### src/rtl/uart_axi_buffer_if.sv
// uart_axi_buffer_if: AXI4-Lite bus between the memory stage and the UART buffer.
interface uart_axi_buffer_if;
  logic [31:0] araddr;
  logic [2:0]  arprot;
  logic        arvalid;
  logic        arready;
  logic [31:0] rdata;
  logic [1:0]  rresp;
  logic        rvalid;
  logic        rready;
  logic [31:0] awaddr;
  logic [2:0]  awprot;
  logic        awvalid;
  logic        awready;
  logic [31:0] wdata;
  logic [3:0]  wstrb;
  logic        wvalid;
  logic        wready;
  logic [1:0]  bresp;
  logic        bvalid;
  logic        bready;

  modport slave (
    input  araddr, arprot, arvalid, rready,
    input  awaddr, awprot, awvalid, wdata, wstrb, wvalid, bready,
    output arready, rdata, rresp, rvalid,
    output awready, wready, bresp, bvalid
  );

  modport master (
    output araddr, arprot, arvalid, rready,
    output awaddr, awprot, awvalid, wdata, wstrb, wvalid, bready,
    input  arready, rdata, rresp, rvalid,
    input  awready, wready, bresp, bvalid
  );
endinterface

### src/rtl/uart_axi_buffer.sv
// uart_axi_buffer: AXI4-Lite slave holding the UART RX and TX byte FIFOs.
// Reads/writes stall their response until RX data or TX space is available.
// Optional macro UART_AXI_BUFFER_LOOPBACK_EN: TX FIFO feeds RX FIFO internally
// (tx_valid held low, rx_data/rx_valid/tx_ready ignored) for CPU-only self-test.
module uart_axi_buffer #(
  parameter int unsigned RX_DEPTH_LOG2 = 4,
  parameter int unsigned TX_DEPTH_LOG2 = 4
) (
  input  logic             clk,
  input  logic             rstn,
  uart_axi_buffer_if.slave axi,
  input  logic [7:0]       rx_data,
  input  logic             rx_valid,
  output logic [7:0]       tx_data,
  output logic             tx_valid,
  input  logic             tx_ready
);
  localparam int unsigned RX_DEPTH = 1 << RX_DEPTH_LOG2;
  localparam int unsigned TX_DEPTH = 1 << TX_DEPTH_LOG2;
  localparam int unsigned RXP      = RX_DEPTH_LOG2 + 1;
  localparam int unsigned TXP      = TX_DEPTH_LOG2 + 1;

  localparam logic [3:0] OFF_RX      = 4'h0;
  localparam logic [3:0] OFF_TX      = 4'h4;
  localparam logic [3:0] OFF_ST      = 4'h8;
  localparam logic [1:0] RESP_OKAY   = 2'b00;
  localparam logic [1:0] RESP_SLVERR = 2'b10;

  typedef enum logic [1:0] {R_IDLE, R_WAIT, R_RESP} r_state_e;
  typedef enum logic [1:0] {W_IDLE, W_PUSH, W_RESP} w_state_e;

  r_state_e r_state, r_next;
  w_state_e w_state, w_next;

  logic [RXP-1:0] rx_wp, rx_rp;
  logic [7:0]     rx_mem [RX_DEPTH];
  logic           rx_empty, rx_full, rx_push, rx_pop, rx_ovf, ovf_set, ovf_clr;
  logic [7:0]     rx_in;
  logic           rx_in_valid;

  logic [TXP-1:0] tx_wp, tx_rp, tx_wp_n, tx_rp_n;
  logic [7:0]     tx_mem [TX_DEPTH];
  logic           tx_empty, tx_full, tx_push, tx_pop, tx_valid_q;
  logic [7:0]     tx_data_q;

  logic [3:0]  r_addr;
  logic [31:0] rd_word;
  logic [1:0]  rd_resp;

  logic        aw_have, w_have, aw_fire, w_fire, aw_got, w_got, aw_have_n, w_have_n;
  logic [3:0]  w_addr;
  logic [7:0]  w_byte;
  logic        w_strb0;
  logic [1:0]  wr_resp;

  logic unused_bits;
  assign unused_bits = ^{axi.araddr[31:4], axi.awaddr[31:4], axi.arprot, axi.awprot,
                         axi.wdata[31:8], axi.wstrb[3:1], tx_empty};

`ifdef UART_AXI_BUFFER_LOOPBACK_EN
  logic unused_lb;
  assign unused_lb   = ^{rx_data, rx_valid, tx_ready};
  assign tx_pop      = tx_valid_q && !rx_full;
  assign rx_in       = tx_data_q;
  assign rx_in_valid = tx_pop;
  assign tx_valid    = 1'b0;
`else
  assign tx_pop      = tx_valid_q && tx_ready;
  assign rx_in       = rx_data;
  assign rx_in_valid = rx_valid;
  assign tx_valid    = tx_valid_q;
`endif
  assign tx_data = tx_data_q;

  // RX FIFO flags and strobes; a full FIFO still accepts a byte when popped the same cycle
  assign rx_empty = (rx_wp == rx_rp);
  assign rx_full  = (rx_wp[RXP-1] != rx_rp[RXP-1]) && (rx_wp[RXP-2:0] == rx_rp[RXP-2:0]);
  assign rx_pop   = (r_state == R_RESP) && axi.rready && (r_addr == OFF_RX);
  assign rx_push  = rx_in_valid && (!rx_full || rx_pop);
  assign ovf_set  = rx_in_valid && rx_full && !rx_pop;
  assign ovf_clr  = (r_state == R_RESP) && axi.rready && (r_addr == OFF_ST);

  // RX pointers and sticky overflow; a new overflow wins over a same-cycle clear
  always_ff @(posedge clk) begin
    if (!rstn) begin
      rx_wp  <= '0;
      rx_rp  <= '0;
      rx_ovf <= 1'b0;
    end else begin
      if (rx_push) rx_wp <= rx_wp + RXP'(1);
      if (rx_pop)  rx_rp <= rx_rp + RXP'(1);
      if (ovf_set)      rx_ovf <= 1'b1;
      else if (ovf_clr) rx_ovf <= 1'b0;
    end
  end

  // RX storage
  always_ff @(posedge clk) begin
    if (rx_push) rx_mem[rx_wp[RXP-2:0]] <= rx_in;
  end

  // TX FIFO flags and next pointers
  assign tx_empty = (tx_wp == tx_rp);
  assign tx_full  = (tx_wp[TXP-1] != tx_rp[TXP-1]) && (tx_wp[TXP-2:0] == tx_rp[TXP-2:0]);
  assign tx_push  = (w_state == W_PUSH) && (w_addr == OFF_TX) && !tx_full && w_strb0;
  assign tx_wp_n  = tx_wp + TXP'(tx_push);
  assign tx_rp_n  = tx_rp + TXP'(tx_pop);

  // TX pointers plus registered head (bypass when the pushed byte becomes the head)
  always_ff @(posedge clk) begin
    if (!rstn) begin
      tx_wp      <= '0;
      tx_rp      <= '0;
      tx_valid_q <= 1'b0;
      tx_data_q  <= '0;
    end else begin
      tx_wp      <= tx_wp_n;
      tx_rp      <= tx_rp_n;
      tx_valid_q <= (tx_wp_n != tx_rp_n);
      tx_data_q  <= (tx_push && (tx_wp[TXP-2:0] == tx_rp_n[TXP-2:0])) ? w_byte
                                                                       : tx_mem[tx_rp_n[TXP-2:0]];
    end
  end

  // TX storage
  always_ff @(posedge clk) begin
    if (tx_push) tx_mem[tx_wp[TXP-2:0]] <= w_byte;
  end

  // Read FSM state register
  always_ff @(posedge clk) begin
    if (!rstn) r_state <= R_IDLE;
    else       r_state <= r_next;
  end

  // Read FSM next state and read-data decode
  always_comb begin
    r_next  = r_state;
    rd_word = '0;
    rd_resp = RESP_OKAY;
    case (r_addr)
      OFF_RX:  rd_word = {24'h0, rx_mem[rx_rp[RXP-2:0]]};
      OFF_TX:  rd_word = '0;
      OFF_ST:  rd_word = {29'h0, rx_ovf, tx_full, !rx_empty};
      default: rd_resp = RESP_SLVERR;
    endcase
    case (r_state)
      R_IDLE:  if (axi.arvalid) r_next = R_WAIT;
      R_WAIT:  if (!((r_addr == OFF_RX) && rx_empty)) r_next = R_RESP;
      R_RESP:  if (axi.rready) r_next = R_IDLE;
      default: r_next = R_IDLE;
    endcase
  end

  // Read channel registered outputs
  always_ff @(posedge clk) begin
    if (!rstn) begin
      axi.arready <= 1'b1;
      axi.rvalid  <= 1'b0;
      axi.rdata   <= '0;
      axi.rresp   <= '0;
      r_addr      <= '0;
    end else begin
      axi.arready <= (r_next == R_IDLE);
      axi.rvalid  <= (r_next == R_RESP);
      if ((r_state == R_IDLE) && axi.arvalid) r_addr <= axi.araddr[3:0];
      if ((r_state == R_WAIT) && (r_next == R_RESP)) begin
        axi.rdata <= rd_word;
        axi.rresp <= rd_resp;
      end
    end
  end

  // Write channel capture bookkeeping
  assign aw_fire   = axi.awvalid && axi.awready;
  assign w_fire    = axi.wvalid && axi.wready;
  assign aw_got    = aw_have || aw_fire;
  assign w_got     = w_have || w_fire;
  assign aw_have_n = (w_state == W_IDLE) && (w_next == W_IDLE) && aw_got;
  assign w_have_n  = (w_state == W_IDLE) && (w_next == W_IDLE) && w_got;
  assign wr_resp   = ((w_addr == OFF_RX) || (w_addr == OFF_TX) || (w_addr == OFF_ST))
                     ? RESP_OKAY : RESP_SLVERR;

  // Write FSM state register
  always_ff @(posedge clk) begin
    if (!rstn) w_state <= W_IDLE;
    else       w_state <= w_next;
  end

  // Write FSM next state
  always_comb begin
    w_next = w_state;
    case (w_state)
      W_IDLE:  if (aw_got && w_got) w_next = W_PUSH;
      W_PUSH:  if (!((w_addr == OFF_TX) && tx_full)) w_next = W_RESP;
      W_RESP:  if (axi.bready) w_next = W_IDLE;
      default: w_next = W_IDLE;
    endcase
  end

  // Write channel registered outputs and captured payload
  always_ff @(posedge clk) begin
    if (!rstn) begin
      aw_have     <= 1'b0;
      w_have      <= 1'b0;
      axi.awready <= 1'b1;
      axi.wready  <= 1'b1;
      axi.bvalid  <= 1'b0;
      axi.bresp   <= '0;
      w_addr      <= '0;
      w_byte      <= '0;
      w_strb0     <= 1'b0;
    end else begin
      aw_have     <= aw_have_n;
      w_have      <= w_have_n;
      axi.awready <= (w_next == W_IDLE) && !aw_have_n;
      axi.wready  <= (w_next == W_IDLE) && !w_have_n;
      axi.bvalid  <= (w_next == W_RESP);
      if (aw_fire) w_addr <= axi.awaddr[3:0];
      if (w_fire) begin
        w_byte  <= axi.wdata[7:0];
        w_strb0 <= axi.wstrb[0];
      end
      if ((w_state == W_PUSH) && (w_next == W_RESP)) axi.bresp <= wr_resp;
    end
  end
endmodule

### src/flat_wrapper.sv
// flat-port wrapper written by rule: the top's interface ports become plain ports
module uart_axi_buffer_flat 
#(
  parameter int unsigned RX_DEPTH_LOG2 = 4,
  parameter int unsigned TX_DEPTH_LOG2 = 4
)
  (clk, rstn, rx_data, rx_valid, tx_data, tx_valid, tx_ready, axi_araddr, axi_arprot, axi_arvalid, axi_rready, axi_awaddr, axi_awprot, axi_awvalid, axi_wdata, axi_wstrb, axi_wvalid, axi_bready, axi_arready, axi_rdata, axi_rresp, axi_rvalid, axi_awready, axi_wready, axi_bresp, axi_bvalid);
  uart_axi_buffer_if axi_i ();
  input  logic clk;
  input  logic rstn;
  input  logic [7:0] rx_data;
  input  logic rx_valid;
  output logic [7:0] tx_data;
  output logic tx_valid;
  input  logic tx_ready;
  input wire logic [$bits(axi_i.araddr)-1:0] axi_araddr;
  input wire logic [$bits(axi_i.arprot)-1:0] axi_arprot;
  input wire logic [$bits(axi_i.arvalid)-1:0] axi_arvalid;
  input wire logic [$bits(axi_i.rready)-1:0] axi_rready;
  input wire logic [$bits(axi_i.awaddr)-1:0] axi_awaddr;
  input wire logic [$bits(axi_i.awprot)-1:0] axi_awprot;
  input wire logic [$bits(axi_i.awvalid)-1:0] axi_awvalid;
  input wire logic [$bits(axi_i.wdata)-1:0] axi_wdata;
  input wire logic [$bits(axi_i.wstrb)-1:0] axi_wstrb;
  input wire logic [$bits(axi_i.wvalid)-1:0] axi_wvalid;
  input wire logic [$bits(axi_i.bready)-1:0] axi_bready;
  output wire logic [$bits(axi_i.arready)-1:0] axi_arready;
  output wire logic [$bits(axi_i.rdata)-1:0] axi_rdata;
  output wire logic [$bits(axi_i.rresp)-1:0] axi_rresp;
  output wire logic [$bits(axi_i.rvalid)-1:0] axi_rvalid;
  output wire logic [$bits(axi_i.awready)-1:0] axi_awready;
  output wire logic [$bits(axi_i.wready)-1:0] axi_wready;
  output wire logic [$bits(axi_i.bresp)-1:0] axi_bresp;
  output wire logic [$bits(axi_i.bvalid)-1:0] axi_bvalid;
  assign axi_i.araddr = axi_araddr;
  assign axi_i.arprot = axi_arprot;
  assign axi_i.arvalid = axi_arvalid;
  assign axi_i.rready = axi_rready;
  assign axi_i.awaddr = axi_awaddr;
  assign axi_i.awprot = axi_awprot;
  assign axi_i.awvalid = axi_awvalid;
  assign axi_i.wdata = axi_wdata;
  assign axi_i.wstrb = axi_wstrb;
  assign axi_i.wvalid = axi_wvalid;
  assign axi_i.bready = axi_bready;
  assign axi_arready = axi_i.arready;
  assign axi_rdata = axi_i.rdata;
  assign axi_rresp = axi_i.rresp;
  assign axi_rvalid = axi_i.rvalid;
  assign axi_awready = axi_i.awready;
  assign axi_wready = axi_i.wready;
  assign axi_bresp = axi_i.bresp;
  assign axi_bvalid = axi_i.bvalid;
  uart_axi_buffer #(.RX_DEPTH_LOG2(RX_DEPTH_LOG2), .TX_DEPTH_LOG2(TX_DEPTH_LOG2)) u_core (.clk(clk), .rstn(rstn), .axi(axi_i), .rx_data(rx_data), .rx_valid(rx_valid), .tx_data(tx_data), .tx_valid(tx_valid), .tx_ready(tx_ready));
endmodule
### config.mk
export PLATFORM = sky130hd
export DESIGN_NAME = uart_axi_buffer_flat
export DESIGN_NICKNAME = d
export VERILOG_FILES = /design/src/rtl/uart_axi_buffer_if.sv /design/src/rtl/uart_axi_buffer.sv /design/src/flat_wrapper.sv
export SDC_FILE = /design/constraint.sdc
export NUM_CORES = 1
export LEC_CHECK = 0
export ABC_AREA = 1
export BUFFER_PORTS_ARGS = -buffer_cell sky130_fd_sc_hd__buf_2
export CELL_PAD_IN_SITES_DETAIL_PLACEMENT = 0
export CELL_PAD_IN_SITES_GLOBAL_PLACEMENT = 1
export CORE_UTILIZATION = 40
export CTS_BUF_LIST = sky130_fd_sc_hd__clkbuf_4
export DETAILED_ROUTE_END_ITERATION = 8
export PLACE_DENSITY = 0.72
export SYNTH_ARGS = -nofsm -noshare
export SYNTH_HDL_FRONTEND = slang
export SYNTH_SLANG_ARGS = --single-unit
### constraint.sdc
create_clock -name clk -period 2.1 [get_ports clk]
set_clock_uncertainty 0.05 [all_clocks]
set_input_delay 0.42 -clock clk [delete_from_list [all_inputs] [get_ports clk]]
set_output_delay 0.42 -clock clk [all_outputs]
set_load 0.02 [all_outputs]
== After elaboration in Yosys (flattened, before gate mapping) ==
Memory sizes are Yosys's and may differ from the RTL's. A register that Yosys moved wholly into a read port is not among the register bits.
Index checks and enable logic that the tools add are counted.
Word-level totals
  register bits after elaboration: 86
  memory bits (writable): 256
  input port bits: 123
  word-level logic and storage cells: 108
  memories kept: 2
Memory list
  u_core.rx_mem: depth 16, width 8, read ports 1, clocked after memory_dff 1, write ports 1, RTL line uart_axi_buffer.sv:36  | logic [7:0] rx_mem [RX_DEPTH];
  u_core.tx_mem: depth 16, width 8, read ports 1, clocked after memory_dff 1, write ports 1, RTL line uart_axi_buffer.sv:42  | logic [7:0] tx_mem [TX_DEPTH];
Cells by class
  $add $sub $neg: 4
  eq/ne operators: 16
  muxes and demuxes: 19
  reduce and logical (&&, ||, !) cells: 45
Operators with widths (count)
  $logic_and 1x1->1: 25
  $mux 2: 8
  $pmux 8 s2: 1
  $pmux 2 s3: 2
  $add 5x1->5: 2
  $add 5x1->5 const B: 2
  $eq 2x2->1 const B: 4
  $eq 4x3->1 const B: 2
  $eq 4x4->1: 2
  $eq 4x4->1 const B: 2
  $logic_not 2->1: 4
  $logic_not 4->1: 2
  $mux 4: 2
  $logic_not 1->1: 7
  $mux 1: 6
  $eq 5x5->1: 1
  $logic_or 1x1->1: 5
  $ne 5x5->1: 1
  $eq 2x1->1 const B: 2
  $reduce_or 3->1: 1
  $ne 1x1->1: 2
  $reduce_bool 2->1: 1

== Logic depth before layout (Yosys ltp) ==
Gate-level depths: netlist of run 1.
  word-level depth: 10
  mapped depth: 18
  mapped depth without buffers: 17

== Worst setup path before layout of run 1 ==
No wires, ideal clock.
  kind: reg-to-reg
  from: register u_core.tx_wp[0]
  to: register u_core.tx_valid_q (netlist: u_core.tx_valid)
  setup time: 110 ps
  arrival time: 2095 ps
  required time: 1940 ps
  slack: -154 ps
  stages on the path, launching flop included: 19
  path buffers: 1
  cells stage by stage: dfxtp_1 inv_2 nand2_1 nand2_1 nor2_1 nand3_2 nand2_4 buf_8 inv_1 ha_1 ha_1 nand2_1 o21ai_0 nor2_1 nand3_1 nor2_1 nand3_1 nand2_1 inv_1
On the way
  cells in the longest elaborated chain, start to end: 7
RTL lines
  from (decl): RTL line uart_axi_buffer.sv:41  | logic [TXP-1:0] tx_wp, tx_rp, tx_wp_n, tx_rp_n;
  from (signal assigned): RTL line uart_axi_buffer.sv:117  | tx_wp <= tx_wp_n;
  $eq 4x4->1: RTL line uart_axi_buffer.sv:104  | assign tx_full = (tx_wp[TXP-1] != tx_rp[TXP-1]) && (tx_wp[TXP-2:0] == tx_rp[TXP-2:0]);
  $logic_and 1x1->1: RTL line uart_axi_buffer.sv:104
  $logic_not 1->1: RTL line uart_axi_buffer.sv:105  | assign tx_push = (w_state == W_PUSH) && (w_addr == OFF_TX) && !tx_full && w_strb0;
  $logic_and 1x1->1 (2 in a row): RTL line uart_axi_buffer.sv:105
  $add 5x1->5 *: RTL line uart_axi_buffer.sv:106  | assign tx_wp_n = tx_wp + TXP'(tx_push);
  via u_core.tx_wp_n[1]: RTL line uart_axi_buffer.sv:41
  $ne 5x5->1 *: RTL line uart_axi_buffer.sv:119  | tx_valid_q <= (tx_wp_n != tx_rp_n);
  to (signal assigned): RTL line uart_axi_buffer.sv:119
  to (decl): RTL line uart_axi_buffer.sv:43  | logic tx_empty, tx_full, tx_push, tx_pop, tx_valid_q;
The timed path passes the listed nets; every way through them passes the cells marked *.
A chain may end at the register's enable or synchronous reset.

== Worst setup path in the final report of run 1 ==
  from: register u_core.tx_rp[3]
  to: register u_core.tx_valid_q (netlist: u_core.tx_valid)
On the way
  cells in the longest elaborated chain, start to end: 7
  elaborated cells on any way between the ends: 8
  those cells by class: add/sub (2); eq/ne (2); reduce/logical (4)
RTL lines
  from (decl): RTL line uart_axi_buffer.sv:41
  from (signal assigned): RTL line uart_axi_buffer.sv:118  | tx_rp <= tx_rp_n;
  $eq 4x4->1: RTL line uart_axi_buffer.sv:104
  $logic_and 1x1->1: RTL line uart_axi_buffer.sv:104
  $logic_not 1->1: RTL line uart_axi_buffer.sv:105
  $logic_and 1x1->1 (2 in a row): RTL line uart_axi_buffer.sv:105
  $add 5x1->5: RTL line uart_axi_buffer.sv:106
  via u_core.tx_wp_n[1]: RTL line uart_axi_buffer.sv:41
  $ne 5x5->1: RTL line uart_axi_buffer.sv:119
The timed path passes the listed nets, and every way through them passes these cells.

==> impl_metrics.toml, run 1 <==
[timing]
setup_viol = 0
worst_pin_slew_ns = 0.582
drv_slew = 0
report.final.hold_viol_count = 0
holdWs_ns = 0.0815
rsz0062_at_grt = "yes"
min_period_over_period_pct = 98.0
relSlewSlack_pct = 61.2
min_period_ns = 2.06
timing.fmax_mhz = 486

[layout]
final_cell_mix = "nand2_1 (333), edfxtp_1 (256), nor2_1 (194)"
seq_area_mm2 = 0.00916
syn_to_final_growth_pct = 21.5
multi_input_area_mm2 = 0.00429
drive_gt1_share_pct = 23.8
final_util_pct = 49.6
layout_commonest_cell = "nand2_1"
nFillCells = 3218
nNetsFinal = 1763

[global_route]
grtUsageTotal_pct = 18.7
grt_pass1_wl_um = 51900
antenna_found_initial = 2
grt_pass1_vias = 9958
overflow = 0
grt_max_degree = 60

[synth]
synth-seq-cells = 328
ys_types = 42
synth_seq_area_share_pct = 64.4
async_flop_share_pct = 0
syn_area_mm2 = 0.0142
synthFlopType = "edfxtp_1"
ys_warn_count = 0
synth_edf_count = 256
syn_area_per_cell_um2 = 10.1
syn_inst = 1405

[die]
die-width_um = 190
core_area_mm2 = 0.0347
fp.dieH_um = 190
start_util_pct = 40.8
dieArea_mm2 = 0.0362
rows = 68
ioPinCount = 173

[route]
drc = 0
dr.pass1.iters = 5
via_per_inst = 4.73
wire_per_inst_um = 15.4
antenna_left = 0
wl_um = 33200
drt_iter0_markers = 532
vias = 10200

[worst_hold_path]
min-delay-path-class = "input pin to register"

[pwr]
ir_worst_vdd_v = 0.000549
power.density_mw_per_mm2 = 816
power_leakage_nw = 7.05

[clock_tree]
cts_buffers = 85
clk_latency_ns = 0.74
cts_tree = "done"
h-tree-depth = 3
cts.sinks = 328
cts_buffer_depth = 3
clk_pin_slew_ns = 0.06
root_buffer = "clkbuf_4"

[placed_design]
dp.final_hpwl_um = 20700
place_congestion = 0.787
io_buffers = 57

[run]
cap_violations = 0

[critical_path]
end_kind = "register"
crit_buf_inv = 3
required_ns = 2.67
path_cells = "inv_2 -> nand2_2 -> nand2_4 -> nor2_4 -> nand3_2 -> nand2_4 -> inv_2 -> ha_4 -> ha_4 -> o21ai_2 -> nor2_1 -> nand3_1 -> nor2_1 -> nand3_1 -> nand2_1 -> inv_1"
cp_slowest_cell = "dfxtp_4"
crit_arrival_ns = 2.62
slowest_delay_ns = 0.37
worstPathMaxFanout = 3
critPathKind = "register to register"
crit_family = "simple AND/OR/NAND/NOR gates"
critPathLaunchType = "register"

[status]
status = "complete, no violations"
-- kinds of logic after synthesis --
group	share of synthesized area, %
xor+xnor	0.857
buf+inv	7.12
compound gates	5.97
simple gates	20.8
other cells	0.0265
flops	64.4
fa+ha+maj	0.795
-- through the flow --
| step | power (mW) | cells | worst slack [ns] | instance area (µm²) | TNS, ns |
|---|---|---|---|---|---|
| after floorplan | 8.17 | 1430 | 0.0106 | 14300 | 0 |
| after global placement | 8.55 | 1945 | -0.275 | 15400 | -2.11 |
| after detailed placement | 8.57 | 1945 | -0.279 | 15400 | -2.19 |
| after CTS | 14.3 | 2147 | 0.00322 | 17000 | 0 |
| after global routing | 14.7 | 2160 | -0.151 | 17200 | -0.517 |
| final | 14.1 | 2160 | 0.0427 | 17200 | 0 |
-- worst reg2reg max path: stages, from the launching register on --
cell and delay, ns:
dfxtp_4 0.37, inv_2 0.04, nand2_2 0.08, nand2_4 0.07, nor2_4 0.11, nand3_2 0.11, nand2_4 0.10, inv_2 0.05
ha_4 0.16, ha_4 0.28, o21ai_2 0.05, nor2_1 0.11, nand3_1 0.09, nor2_1 0.09, nand3_1 0.10, nand2_1 0.07
inv_1 0.04
-- cell type report --
class / instances / share of cell area (%)
clock inverter: 35 / 1.15
timing repair buffer: 201 / 9.37
tap: 455 / 3.31
multi-input combinational: 896 / 24.9
antenna: 2 / 0.0291
inverter: 119 / 2.64
clock buffer: 124 / 5.41
sequential: 328 / 53.2
-- registers in the layout, indices dropped and copies added, names as in the netlist, 2 cells and up, named ones only --
register	flops
u_core.rx_mem	128
u_core.tx_mem	128
u_core.axi.rdata	8
u_core.tx_data	8
u_core.w_byte	8
u_core.rx_rp	5
u_core.rx_wp	5
u_core.tx_rp	5
u_core.tx_wp	5
u_core.r_addr	4
u_core.w_addr	4
u_core.r_state	2
u_core.w_state	2
-- what timing repair did --
| action | CTS | global route |
|---|---|---|
| hold buffers | 30 | 0 |
| gates resized for setup | 13 | 41 |
| setup endpoints to repair | 9 | 96 |
| buffers inserted | 13 | 11 |
| pin swaps | 10 | 22 |
| hold endpoints to repair | 109 | 0 |
-- final timing paths --
kind                                         start                               end  slack [ns]  cells after the start
setup / recovery        u_core.tx_rp[3]$_SDFF_PN0_        u_core.tx_valid$_SDFF_PN0_        0.04                     16
setup reg to reg        u_core.tx_rp[3]$_SDFF_PN0_        u_core.tx_valid$_SDFF_PN0_        0.04                     16
hold / removal                         axi_awvalid     u_core.w_addr[2]$_SDFFE_PN0P_        0.08                      3
hold reg to reg   u_core.axi.rdata[3]$_SDFFE_PN0P_  u_core.axi.rdata[3]$_SDFFE_PN0P_        0.42                      2
-- routing by layer --
layer	global-route usage, %	up-vias	routed length, µm
met5	0	-	0
met4	7.14	0	655
met3	3.98	48	1710
met2	32.7	254	16800
met1	22.5	4793	14000
li1	-	5120	-
-- synthesized netlist by cell type, types with 20 or more instances --
cell type,count,area [µm²]
dfxtp_1,72,1440
o21ai_0,57,285
buf_4,35,263
o21ai_1,37,185
inv_1,104,390
a21oi_1,28,140
nor2_1,200,751
nand3_1,112,561
nand2_1,344,1290
buf_2,21,105
edfxtp_1,256,7690
clkbuf_1,20,75.1
-- report_power, final --
group / switching [mW] / internal [mW] / leakage (nW) / total, mW
sequential: 0.118 / 7.26 / 2.92 / 7.38
clock: 2.59 / 2.98 / 0.666 / 5.57
combinational: 0.742 / 0.364 / 3.46 / 1.11
(Power assumes the default switching activity.)
==> run 2, diff against run 1 <==
ABC_AREA = default   (was 1)
PLACE_DENSITY = 0.68   (was 0.72)
==> run 2 against run 1 <==
  * The flow now finishes with violations (setup timing)
  * Register-to-register slack lost 0.22 ns
  * Synthesized area shrank 8.4%
  * First-iteration DRC count shrank 6.2%
  * Routed wire length shrank 19%
  * Largest cell class unchanged
  * Critical path depth shrank 9
  * Flip-flop and latch count is the same
  * Combinational power shrank 32%
==> impl_metrics.toml, run 2 <==
[timing]
setup-tns-final_ns = -7.96
setup_ws_ns = -0.174
min_period_over_period_pct = 108
worst_pin_slew_ns = 0.709
setup_viol = 150
report.final.hold_viol_count = 0
min_period_ns = 2.27
holdWs_ns = 0.0426
timing.fmax_mhz = 440
rsz0062_at_grt = "yes"
relSlewSlack_pct = 52.7
drv_slew = 0

[synth]
yosys.area_share.xor_xnor_pct = 2.15
synth-simple-area-share_pct = 6.35
netlist.area_leader.share_pct = 59.2
syn_area_mm2 = 0.0130
synth-compound-area-share_pct = 3.19
async_flop_share_pct = 0
synth_top_family_by_area = "multiplexers"
synth-seq-cells = 328
muxShareOfSynthArea_pct = 14.3
yosysMostFrequentCell = "edfxtp_1"
ys_top_cells_by_area = "edfxtp_1 (59%), mux4_2 (12%), dfxtp_1 (11%)"
yosys.area.top_type = "edfxtp_1"
syn_inst = 773
synthFlopType = "edfxtp_1"
synth_common_cells = "edfxtp_1 (256), dfxtp_1 (72), mux4_2 (69), nand2_1 (57), nor2_1 (51)"
synth_seq_area_share_pct = 70.3
ys_types = 46
synth_edf_count = 256
synthAdderAreaFrac_pct = 0.868
ys_warn_count = 0
syn_area_per_cell_um2 = 16.8

[critical_path]
r2r_slack_ns = -0.17
reg2reg_depth = 7
timing.rr.end = "u_core.tx_data[1]$_SDFF_PN0_"
crit_arrival_ns = 2.76
critPathLaunchType = "register"
worstPathMaxFanout = 7
end_kind = "register"
r2r_start = "u_core.tx_rp[0]$_SDFF_PN0_"
critPathKind = "register to register"
required_ns = 2.59

[route]
via_per_inst = 4.95
dr.pass1.iters = 6
wl_um = 26700
antenna_left = 0
drc = 0
drt_iter0_markers = 499
vias = 7422
wire_per_inst_um = 17.8

[clock_tree]
h-tree-depth = 3
root_buffer = "clkbuf_4"
cts.sinks = 328
clk_pin_slew_ns = 0.07
cts_buffers = 84
cts_buffer_depth = 3
cts_tree = "done"
clk_latency_ns = 0.71

[global_route]
grtUsageTotal_pct = 16.6
grt_max_degree = 33
grt_pass1_wl_um = 41800
overflow = 0
antenna_found_initial = 1
grt_pass1_vias = 7728

[layout]
stdcell_area_mm2 = 0.0168
layout_commonest_cell = "edfxtp_1"
final_util_pct = 52.9
nNetsFinal = 1161
syn_to_final_growth_pct = 29.4
drive_gt1_share_pct = 41.8
final_cell_mix = "edfxtp_1 (256), clkbuf_4 (121), mux4_2 (69), buf_4 (69), dfxtp_1 (63)"

[pwr]
power_leakage_nw = 5.88
ir_worst_vdd_v = 0.000529
power.density_mw_per_mm2 = 787

[placed_design]
place_congestion = 0.752
dp.final_hpwl_um = 17500
dpl_cell_area_mm2 = 0.0148
dp_slack_ns = -0.330
io_buffers = 57

[die]
ioPinCount = 173
start_util_pct = 40.9
core_area_mm2 = 0.0317
die-width_um = 182
fp.dieH_um = 182
rows = 65
dieArea_mm2 = 0.0332

[status]
violations = "setup timing"
status = "finished, violations left"

[worst_hold_path]
min-delay-path-class = "input pin to register"
worst_hold_path.num_cells = 3
min_to = "u_core.w_addr[3]$_SDFFE_PN0P_"
worstHoldStart = "axi_awvalid"

[run]
cap_violations = 0
-- run 2: cell count changes after synthesis, moves of 12 or more --
cell      previous run  this run
o211ai_1            13         0
inv_1              104         7
xor2_1               8        22
buf_2               21         9
nand3_1            112         9
o21ai_0             57        15
o21ai_1             37         0
mux4_2               0        69
nor3_1               4        19
mux2i_1              0        21
nor2_1             200        51
nand2_1            344        57
-- run 2: how the worst max path moves through the flow --
stage,slack [ns],startpoint,cells past startpoint,to
3_5_place_dp,-0.33,tx_ready,8,u_core.tx_data[4]$_SDFF_PN0_
5_1_grt,-0.24,u_core.w_addr[0]$_SDFFE_PN0P_,9,u_core.tx_mem[1][7]$_DFFE_PP_
4_1_cts,-0.15,u_core.r_addr[1]$_SDFFE_PN0P_,7,u_core.rx_mem[1][1]$_DFFE_PP_
3_3_place_gp,-0.33,tx_ready,8,u_core.tx_data[5]$_SDFF_PN0_
6_report,-0.17,u_core.tx_rp[0]$_SDFF_PN0_,7,u_core.tx_data[1]$_SDFF_PN0_
2_1_floorplan,-0.28,u_core.r_addr[3]$_SDFFE_PN0P_,6,u_core.rx_mem[11][0]$_DFFE_PP_
-- run 2: timing repair --
item | CTS | global route
setup endpoints to repair | 205 | 259
pin swaps | 23 | 23
buffers inserted | 8 | 2
endpoints found under the hold margin | 85 | 0
hold buffers | 29 | 0
gates cloned | 2 | 2
resized for setup | 59 | 35
-- run 2: cells by family after synthesis --
logic type	count (synthesis)
fa+ha+maj	9
buf+inv	66
flops	328
xor+xnor	31
compound gates	64
mux	98
other cells	1
simple gates	176
-- run 2: per-stage QoR --
stage               total power [mW]  cells
floorplan                       7.73    798
global placement                8.00   1302
detailed placement              8.01   1302
CTS                             13.4   1495
global route                    13.8   1500
finish                          13.2   1500
-- run 2: report_power, final --
group | total, mW | leakage [nW] | internal [mW] | switching (mW)
clock network | 5.25 | 0.637 | 2.70 | 2.55
logic | 0.756 | 2.33 | 0.333 | 0.423
registers | 7.21 | 2.92 | 7.10 | 0.108
total | 13.2 | 5.88 | 10.1 | 3.08
-- run 2: critical path, cell delays in order, from the launching register on --
cell	delay, ns
dfxtp_2	0.34
buf_4	0.14
ha_4	0.42
buf_12	0.16
mux4_2	0.52
mux2_4	0.30
o21ai_2	0.10
o22ai_1	0.10
-- run 2: layout make-up --
type / count / area (µm²)
Inverter: 7 / 26.3
Timing Repair Buffer: 204 / 1960
Fill cell: 2629 / 14900
Antenna cell: 1 / 2.50
Multi-Input combinational cell: 404 / 4090
Sequential cell: 328 / 9140
Clock inverter: 33 / 159
Tap cell: 402 / 503
Clock buffer: 121 / 908
-- run 2: metal layers --
layer | GRT usage [%] | share of wire (%) | wire (µm) | vias up
met5 | 0 | 0 | 0 | -
met4 | 6.66 | 1.7 | 466 | 0
met3 | 3.33 | 3.7 | 977 | 34
met2 | 28.7 | 53 | 14100 | 155
met1 | 20.5 | 42 | 11200 | 3693
li1 | - | - | - | 3540
==> run 3, diff against run 2 <==
MAX_ROUTING_LAYER = met4   (was default)
RECOVER_POWER = 100   (was default)
==> run 3 against run 2 <==
  * The flow still finishes with violations (setup timing)
  * Flip-flop and latch count is the same
  * Core utilization grew 0.16 points
  * Sequential share of layout area is 0.16 points lower
  * Routed wire length up 0.29%
  * Maximum frequency up 1.9%
  * Final cell count grew 0.13%
  * Via count increased by 0.11%
  * Combinational power shrank 0.5%
  * First-iteration DRC count shrank 9.2%
  * Worst hold slack worse by 0.0017 ns
  * Non-clock buffer count grew 2
  * Register-to-register slack improved by 0.04 ns
  * Critical endpoint is now u_core.tx_data[7]$_SDFF_PN0_
  * Largest power group unchanged
==> impl_metrics.toml, run 3 (same netlist as run 2, synthesis figures left out) <==
[timing]
report.final.hold_viol_count = 0
setup-tns-final_ns = -7.58
relSlewSlack_pct = 52.7
drv_slew = 0
rsz0062_at_grt = "yes"
worst_pin_slew_ns = 0.708
min_period_over_period_pct = 106
setup_viol = 145
timing.fmax_mhz = 448
setup_ws_ns = -0.133
min_period_ns = 2.23
holdWs_ns = 0.0409

[critical_path]
r2r_start = "u_core.tx_rp[0]$_SDFF_PN0_"
critPathKind = "register to register"
crit_family = "multiplexers"
reg2reg_depth = 8
crit_buf_inv = 3
end_kind = "register"
required_ns = 2.59
timing.rr.end = "u_core.tx_data[7]$_SDFF_PN0_"
worst_path_most_repeated_cell = "buf_12"
crit_arrival_ns = 2.73
critPathLaunchType = "register"
worstPathMaxFanout = 4
path_cells = "buf_4 -> ha_4 -> buf_12 -> buf_12 -> mux4_2 -> mux2_4 -> o21ai_1 -> o22ai_1"
cp_slowest_cell = "mux4_2"
r2r_slack_ns = -0.13
slowest_delay_ns = 0.49

[placed_design]
dp_cells = 1302
place_congestion = 0.761
dp.final_hpwl_um = 17500
dpl_cell_area_mm2 = 0.0148
io_buffers = 57
dp_slack_ns = -0.330

[pwr]
p_comb_share_pct = 5.7
p_seq_share_pct = 54.5
intPower_mw = 10.1
p_switching_mw = 3.09
pwr-share-clk_pct = 39.8
ir_worst_vdd_v = 0.000528
power.density_mw_per_mm2 = 785
swShare_pct = 23.4
power_mw = 13.2
power_leakage_nw = 5.89

[clock_tree]
clk_latency_ns = 0.72
cts.sinks = 328
h-tree-depth = 3
cts_buffer_depth = 3
clk_pin_slew_ns = 0.07
cts_buffers = 84
cts_tree = "done"
root_buffer = "clkbuf_4"

[layout]
syn_to_final_growth_pct = 29.8
multi_input_area_mm2 = 0.00412
final_cells = 1502
final_util_pct = 53.1
nNetsFinal = 1163
seq_area_mm2 = 0.00914
final_cell_mix = "edfxtp_1 (256), clkbuf_4 (121), mux4_2 (69)"
drive_gt1_share_pct = 41.4
stdcell_area_mm2 = 0.0168
layout_commonest_cell = "edfxtp_1"
nFillCells = 2621

[global_route]
grt_pass1_wl_um = 41800
grtUsageTotal_pct = 17.1
grt_max_degree = 33
grt_pass1_vias = 7728
antenna_found_initial = 1
overflow = 0

[worst_hold_path]
min_to = "u_core.w_addr[3]$_SDFFE_PN0P_"
worstHoldStart = "axi_awvalid"
min-delay-path-class = "input pin to register"
worst_hold_path.num_cells = 3

[die]
start_util_pct = 40.9
ioPinCount = 173
rows = 65
dieArea_mm2 = 0.0332
die-width_um = 182
fp.dieH_um = 182
core_area_mm2 = 0.0317

[route]
via_per_inst = 4.95
wire_per_inst_um = 17.8
wl_um = 26800
drc = 0
drt_iter0_markers = 453
vias = 7430
dr.pass1.iters = 6
antenna_left = 0

[status]
status = "finished, violations left"
violations = "setup timing"

[run]
cap_violations = 0
## run 3: area by class of cell
cell class / count / area share (%)
clock buffers: 121 / 5.39
inverters: 7 / 0.156
well taps: 402 / 2.99
multi-input cells: 404 / 24.5
diodes: 1 / 0.0149
flip-flops and latches: 328 / 54.3
repair buffers: 206 / 11.8
clock inverters: 33 / 0.944
## run 3: worst max-delay path by stage
stage	depth (start not counted)	startpoint	endpoint	slack [ns]
floorplan	6	u_core.r_addr[3]$_SDFFE_PN0P_	u_core.rx_mem[11][0]$_DFFE_PP_	-0.28
finish	8	u_core.tx_rp[0]$_SDFF_PN0_	u_core.tx_data[7]$_SDFF_PN0_	-0.13
detailed placement	8	tx_ready	u_core.tx_data[4]$_SDFF_PN0_	-0.33
CTS	7	u_core.r_addr[1]$_SDFFE_PN0P_	u_core.rx_mem[1][1]$_DFFE_PP_	-0.15
global placement	8	tx_ready	u_core.tx_data[5]$_SDFF_PN0_	-0.33
global route	9	u_core.w_addr[0]$_SDFFE_PN0P_	u_core.tx_mem[1][7]$_DFFE_PP_	-0.23
## run 3: what timing repair did
action	CTS	global route
pin swaps	23	30
cloned	2	2
resized for setup	59	41
endpoints found under the hold margin	85	0
hold buffers	29	0
setup endpoints to repair	205	258
setup buffers	8	4
## run 3: metal layers
layer,global-route usage [%],share of wire (%),vias to the layer above
li1,-,-,3538
met1,20.4,43,3706
met2,28.8,52,148
met3,3.29,3.4,38
met4,6.66,1.9,0
met5,-,0,-
## run 3: power by group through the flow
| stage | logic [mW] | clock network, mW | registers [mW] |
|---|---|---|---|
| finish | 0.752 | 5.26 | 7.21 |
| global route | 0.821 | 5.79 | 7.22 |
| CTS | 0.755 | 5.44 | 7.21 |
| detailed placement | 0.660 | 0 | 7.35 |
| global placement | 0.654 | 0 | 7.34 |
| floorplan | 0.380 | 0 | 7.35 |
## run 3: worst register-to-register path, cell delays in order, from the launching register on
cell and delay, ns:
dfxtp_2 0.34, buf_4 0.14, ha_4 0.31, buf_12 0.13
buf_12 0.11, mux4_2 0.50, mux2_4 0.29, o21ai_1 0.12
o22ai_1 0.11
